### src/rtl/cpu_sequencer.sv
// cpu_sequencer: multi-cycle control FSM for the CPU core.
// Walks fetch/decode/execute/memory/writeback around the external decoder
// and ALU, owns the PC and the retired-instruction counter. Every output is
// a register loaded from the next-state decode, so each strobe lines up with
// the state it belongs to while staying glitch-free.
module cpu_sequencer #(
  parameter int PC_W        = 8,
  parameter int IMEM_LAT    = 1,
  parameter int ALU_TIMEOUT = 32
) (
  input  logic            clk,
  input  logic            rst,
  input  logic            run,
  output logic [PC_W-1:0] imem_addr,
  output logic            ir_load,
  input  logic [5:0]      op,
  input  logic            dec_write,
  input  logic            dec_pc_ctrl,
  input  logic [PC_W-1:0] br_target,
  output logic            alu_start,
  input  logic            alu_done,
  output logic            dmem_re,
  input  logic            dmem_rvalid,
  output logic            dmem_we,
  output logic            wb_en,
  output logic [PC_W-1:0] pc,
  output logic [2:0]      state,
  output logic            timeout_err,
  output logic [15:0]     retired
);

  localparam logic [2:0] S_IDLE     = 3'd0;
  localparam logic [2:0] S_FETCH    = 3'd1;
  localparam logic [2:0] S_DECODE   = 3'd2;
  localparam logic [2:0] S_EXEC     = 3'd3;
  localparam logic [2:0] S_ALU_WAIT = 3'd4;
  localparam logic [2:0] S_MEM      = 3'd5;
  localparam logic [2:0] S_WB       = 3'd6;
  localparam logic [2:0] S_HALT     = 3'd7;

  localparam logic [5:0] OP_ADD  = 6'h01;
  localparam logic [5:0] OP_SUB  = 6'h02;
  localparam logic [5:0] OP_MUL  = 6'h03;
  localparam logic [5:0] OP_ADDI = 6'h04;
  localparam logic [5:0] OP_LDI  = 6'h05;
  localparam logic [5:0] OP_LW   = 6'h06;
  localparam logic [5:0] OP_SW   = 6'h07;
  localparam logic [5:0] OP_BEQ  = 6'h08;
  localparam logic [5:0] OP_J    = 6'h09;
  localparam logic [5:0] OP_BNE  = 6'h0A;
  localparam logic [5:0] OP_MOV  = 6'h0B;
  localparam logic [5:0] OP_DIV  = 6'h3F;

  // Last FETCH cycle index and ALU wait limit, sized to their counters
  localparam logic [2:0]      FETCH_LAST = 3'(IMEM_LAT - 1);
  localparam logic [7:0]      ALU_LIMIT  = 8'(ALU_TIMEOUT);
  localparam logic [PC_W-1:0] PC_ONE     = PC_W'(1);

  logic [2:0]      r_state;
  logic [2:0]      r_fcnt;
  logic [7:0]      r_acnt;
  logic [PC_W-1:0] r_pc;
  logic [15:0]     r_retired;
  logic            r_terr;
  logic            r_ir_load;
  logic            r_alu_start;
  logic            r_dmem_re;
  logic            r_dmem_we;
  logic            r_wb_en;

  logic            w_is_mdiv;
  logic            w_is_alu1;
  logic            w_is_lw;
  logic            w_is_sw;
  logic            w_is_br;
  logic [2:0]      w_nxt;
  logic [2:0]      w_fcnt_nxt;
  logic [7:0]      w_acnt_nxt;
  logic [PC_W-1:0] w_pc_nxt;
  logic            w_retire;
  logic            w_terr_set;

  // Opcode classes; anything outside these falls through as a NOP
  always_comb begin
    w_is_mdiv = (op == OP_MUL) || (op == OP_DIV);
    w_is_alu1 = (op == OP_ADD) || (op == OP_SUB) || (op == OP_ADDI) ||
                (op == OP_LDI) || (op == OP_MOV);
    w_is_lw   = (op == OP_LW);
    w_is_sw   = (op == OP_SW);
    w_is_br   = (op == OP_BEQ) || (op == OP_J) || (op == OP_BNE);
  end

  // Next-state, PC and retire decision
  always_comb begin
    w_nxt      = r_state;
    w_fcnt_nxt = r_fcnt;
    w_acnt_nxt = r_acnt;
    w_pc_nxt   = r_pc;
    w_retire   = 1'b0;
    w_terr_set = 1'b0;
    case (r_state)
      S_IDLE: begin
        if (run) begin
          w_nxt      = S_FETCH;
          w_fcnt_nxt = 3'd0;
        end
      end
      S_FETCH: begin
        if (r_fcnt == FETCH_LAST) w_nxt = S_DECODE;
        else                      w_fcnt_nxt = r_fcnt + 3'd1;
      end
      S_DECODE: w_nxt = S_EXEC;
      S_EXEC: begin
        if (w_is_mdiv) begin
          w_nxt      = S_ALU_WAIT;
          w_acnt_nxt = 8'd1;
        end else if (w_is_alu1 || w_is_sw) begin
          w_nxt = S_WB;
        end else if (w_is_lw) begin
          w_nxt = S_MEM;
        end else begin
          // Branches and NOPs retire straight out of EXEC
          w_pc_nxt   = (w_is_br && dec_pc_ctrl) ? br_target : r_pc + PC_ONE;
          w_retire   = 1'b1;
          w_nxt      = run ? S_FETCH : S_IDLE;
          w_fcnt_nxt = 3'd0;
        end
      end
      S_ALU_WAIT: begin
        // done wins over the timeout in the final allowed cycle
        if (alu_done) begin
          w_nxt = S_WB;
        end else if (r_acnt == ALU_LIMIT) begin
          w_nxt      = S_HALT;
          w_terr_set = 1'b1;
        end else begin
          w_acnt_nxt = r_acnt + 8'd1;
        end
      end
      S_MEM: begin
        if (dmem_rvalid) w_nxt = S_WB;
      end
      S_WB: begin
        w_pc_nxt   = r_pc + PC_ONE;
        w_retire   = 1'b1;
        w_nxt      = run ? S_FETCH : S_IDLE;
        w_fcnt_nxt = 3'd0;
      end
      S_HALT:  w_nxt = S_HALT;
      default: w_nxt = S_IDLE;
    endcase
  end

  // State, counters, PC and strobes; strobes are loaded for the state being entered
  always_ff @(posedge clk) begin
    if (rst) begin
      r_state     <= S_IDLE;
      r_fcnt      <= 3'd0;
      r_acnt      <= 8'd0;
      r_pc        <= '0;
      r_terr      <= 1'b0;
      r_ir_load   <= 1'b0;
      r_alu_start <= 1'b0;
      r_dmem_re   <= 1'b0;
      r_dmem_we   <= 1'b0;
      r_wb_en     <= 1'b0;
    end else begin
      r_state     <= w_nxt;
      r_fcnt      <= w_fcnt_nxt;
      r_acnt      <= w_acnt_nxt;
      r_pc        <= w_pc_nxt;
      r_terr      <= r_terr | w_terr_set;
      r_ir_load   <= (w_nxt == S_FETCH) && (w_fcnt_nxt == FETCH_LAST);
      r_alu_start <= (w_nxt == S_EXEC) && (w_is_mdiv || w_is_alu1);
      r_dmem_we   <= (w_nxt == S_EXEC) && w_is_sw;
      r_dmem_re   <= ((w_nxt == S_EXEC) && w_is_lw) || (w_nxt == S_MEM);
      r_wb_en     <= (w_nxt == S_WB) && dec_write;
    end
  end

  // Retired-instruction counter, saturating at all-ones
  always_ff @(posedge clk) begin
    if (rst)                                   r_retired <= 16'd0;
    else if (w_retire && (r_retired != 16'hFFFF)) r_retired <= r_retired + 16'd1;
  end

  assign imem_addr   = r_pc;
  assign pc          = r_pc;
  assign state       = r_state;
  assign ir_load     = r_ir_load;
  assign alu_start   = r_alu_start;
  assign dmem_re     = r_dmem_re;
  assign dmem_we     = r_dmem_we;
  assign wb_en       = r_wb_en;
  assign timeout_err = r_terr;
  assign retired     = r_retired;

endmodule
### config.mk
export PLATFORM = sky130hd
export DESIGN_NAME = cpu_sequencer
export DESIGN_NICKNAME = d
export VERILOG_FILES = /design/src/rtl/cpu_sequencer.sv
export SDC_FILE = /design/constraint.sdc
export NUM_CORES = 1
export LEC_CHECK = 0
export CAP_MARGIN = 15
export CORE_MARGIN = 2
export CORE_UTILIZATION = 50
export CTS_BUF_LIST = sky130_fd_sc_hd__clkbuf_16
export DETAILED_ROUTE_END_ITERATION = 8
export HOLD_SLACK_MARGIN = 0.06
export PLACE_DENSITY = 0.89
export SYNTH_ARGS = -nofsm -noshare
export SYNTH_HDL_FRONTEND = slang
export SYNTH_SLANG_ARGS = --single-unit
### constraint.sdc
create_clock -name clk -period 2.7 [get_ports clk]
set_input_delay 0.675 -clock clk [delete_from_list [all_inputs] [get_ports clk]]
set_output_delay 0.675 -clock clk [all_outputs]
set_load 0.03 [all_outputs]
==> key figures <==
Clock network
  • # H-tree levels: 2
  • Clock Tree Root: clkbuf_16
  • CTS hold repair buffers: 0
  • Postcts setup bufs: 0
  • PostCTS Resize Cnt: 0
  • CTS Sinks: 44
  • Clock buffer depth: 2
  • Clk pin slew, worst setup/hold paths: 0.06 ns
  • CTS buffer count: 5
  • Worst skew pair latency: 0.28 ns
  • CTS tree: yes

Yosys
  • Warnings from Yosys: 0
  • Cells after synthesis: 329
  • Post-synth EDFFs: 0
  • Register bit total from synthesis: 44
  • Synth async-reset ratio: 0%
  • Sequential element share of the synthesized area: 33.5%
  • Yosys top cell area share: 33.5%
  • Avg Inst Size Synth: 7.99 sq um
  • Synth area leaders: dfxtp_1, nor2_1, xnor2_1
  • Synth cell types: 57
  • Area leader, netlist: dfxtp_1
  • Synthesized cell area: 2630 sq um
  • Dominant synthesized flop cell: dfxtp_1
  • Synth top cells by count: dfxtp_1, nor2_1, nand2_1
  • Mapped Nets: 356

Place
  • GPL Wtd Cong: 0.879
  • Placed cell count: 458
  • Buffers on Ports: 61
  • Post-DP HPWL: 4.81 mm

Global routing
  • Number of global-route vias before repair: 2417
  • Largest net degree at the start of global routing: 20
  • GRT Util Overall: 22.3%
  • First-pass GRT wire length: 11.0 mm
  • Total grt overflow: 0
  • Initial antenna violation count: 0

Timing
  • Maximum operating frequency: 381 MHz
  • Final TNS setup: 0 ns
  • Hold Fails Final Rpt: 0
  • Minimum clock period: 2.62 ns
  • RSZ-0062 raised after global routing: false
  • Skew final: 0.00675 ns
  • Setup-failing EPs final: 0
  • Worst hold slack: 0.478 ns
  • Worst slew margin: 56.4%
  • Worst Max-Slew Pin Slew: 0.649 ns
  • Crit share post-route: 97.2%
  • Slew Limit Fails: 0

Route
  • DRC: 0
  • Drt total wl: 6.51 mm
  • Antenna-violating nets left: 0
  • Total iterations of the first detailed-routing run: 4
  • Vias per cell: 5.55
  • WL per Instance: 14.0 microns
  • Initial DRC Count: 148
  • Via Count: 2588

Power
  • PwrDens: 449 nW/um^2
  • Total Power: 1.60 mW
  • Peak supply drop: 0.000464 V
  • Leakage: 1.20 nW

Layout
  • Fin nets: 422
  • Antenna cell count: 0
  • Fin util: 69.6%
  • Layout cells sized above 1: 11.1%
  • Layout fillers: 421
  • Area Overhead vs Synth: 35.2%
  • Non-Filler Instances: 466

Job
  • Max-cap violations: 0

Critical path
  • WP data required: 2.87 ns
  • Critical Path Slowest Stage Cell: or4_1
  • Worst path bufs/invs: 3
  • Setup crit end kind: register
  • CP Class: primary input to register
  • Crit-path max FO: 7
  • CP max stage delay: 0.54 ns
  • Delay-heaviest family, CP: simple AND/OR/NAND/NOR gates
  • Most Frequent Cell on Critical Path: buf_4
  • Crit path DAT: 2.80 ns
  • Type of origin of the critical path: primary input
  • CP cell instances: clkdlybuf4s50_1 -> buf_4 -> or4_1 -> a211oi_2 -> or2_1 -> buf_4 -> nand4_1 -> xor2_1 -> nor2_1

Floorplan
  • Initial core utilization: 51.5%
  • Die width: 76.5 microns
  • Die area: 5860 sq um
  • Top Ports: 62
  • Core area: 5110 sq um
  • Die Span Y: 76.5 microns
  • Num rows: 26

Worst hold path
  • Hold crit path type: register to register

Outcome
  • Status: completed
[path summary, 6_finish.rpt]
check,to,startpoint,slack [ns],cells after the start
worst min register to register,timeout_err,timeout_err,0.48,2
worst max register to register,alu_start,r_acnt[0],0.44,8
worst min-delay path,timeout_err,timeout_err,0.48,2
worst max-delay path,r_acnt[5],op[3],0.08,9
[where the power goes]
| part | switching, mW | total (mW) | internal, mW |
|---|---|---|---|
| Sequential | 0.0203 | 0.680 | 0.660 |
| Combinational | 0.125 | 0.239 | 0.114 |
| Clock | 0.244 | 0.679 | 0.435 |
| Total | 0.390 | 1.60 | 1.21 |
[metrics by stage]
step                worst slack [ns]  cell area, sq um
global placement              -0.117              3380
finish                        0.0757              3560
global route                 0.00169              3560
CTS                           0.0597              3550
floorplan                      0.431              2630
detailed placement            -0.171              3380
[metal layers]
layer | routed length (microns) | global-route usage (%) | up-vias
li1 | - | - | 1287
met1 | 2790 | 26.6 | 1225
met2 | 3350 | 40.7 | 69
met3 | 295 | 4.15 | 7
met4 | 75 | 6.36 | 0
met5 | 0 | 0 | -
[layout by cell type (no fill, tap or decap), types with 4 or more instances in the layout]
| cell type | netlist | layout |
|---|---|---|
| a211oi_1 | 5 | 4 |
| a21oi_1 | 20 | 20 |
| and3_1 | 5 | 5 |
| and4_1 | 4 | 4 |
| buf_4 | 12 | 23 |
| clkbuf_16 | 0 | 5 |
| clkdlybuf4s50_1 | 0 | 61 |
| dfxtp_1 | 44 | 44 |
| ha_1 | 6 | 6 |
| inv_1 | 8 | 8 |
| nand2_1 | 26 | 26 |
| nand2b_1 | 7 | 7 |
| nand3_1 | 14 | 14 |
| nand4_1 | 10 | 10 |
| nor2_1 | 44 | 44 |
| nor2b_1 | 4 | 4 |
| nor3_1 | 16 | 16 |
| nor3b_1 | 6 | 6 |
| nor4b_1 | 4 | 4 |
| o21ai_0 | 8 | 8 |
| or2_1 | 5 | 5 |
| xnor2_1 | 15 | 15 |
| xor2_1 | 5 | 5 |
[logic make-up after synthesis]
family | after synthesis | share of synthesized area (%)
buf+inv | 36 | 7.28
compound gates | 56 | 14.8
flops | 44 | 33.5
xor+xnor | 20 | 6.66
mux | 1 | 0.428
simple gates | 166 | 34.4
fa+ha+maj | 6 | 2.85
[worst register-to-register path, stage by stage (launching register included)]
cell and delay, ns:
dfxtp_1 0.37, inv_1 0.11, ha_1 0.14, nor4bb_1 0.35, nand2_1 0.13, nor3_1 0.34, a211oi_1 0.12, or2_1 0.29
a2111oi_2 0.33
[registers in the layout, summed over array words and instances (netlist names)]
register     cells
retired         16
imem_addr        8
r_acnt           8
r_fcnt           3
state            3
alu_start        1
dmem_re          1
dmem_we          1
ir_load          1
timeout_err      1
wb_en            1
[cell type report]
class | count | area (sq um) | area share, %
Clock buffer | 5 | 125 | 3.52
Clock inverter | 3 | 42.5 | 1.20
Inverter | 9 | 33.8 | 0.950
Multi-Input combinational cell | 249 | 1560 | 43.9
Sequential cell | 44 | 881 | 24.8
Tap cell | 70 | 87.6 | 2.46
Timing Repair Buffer | 86 | 823 | 23.2
Power figures use the tool's default switching activity.
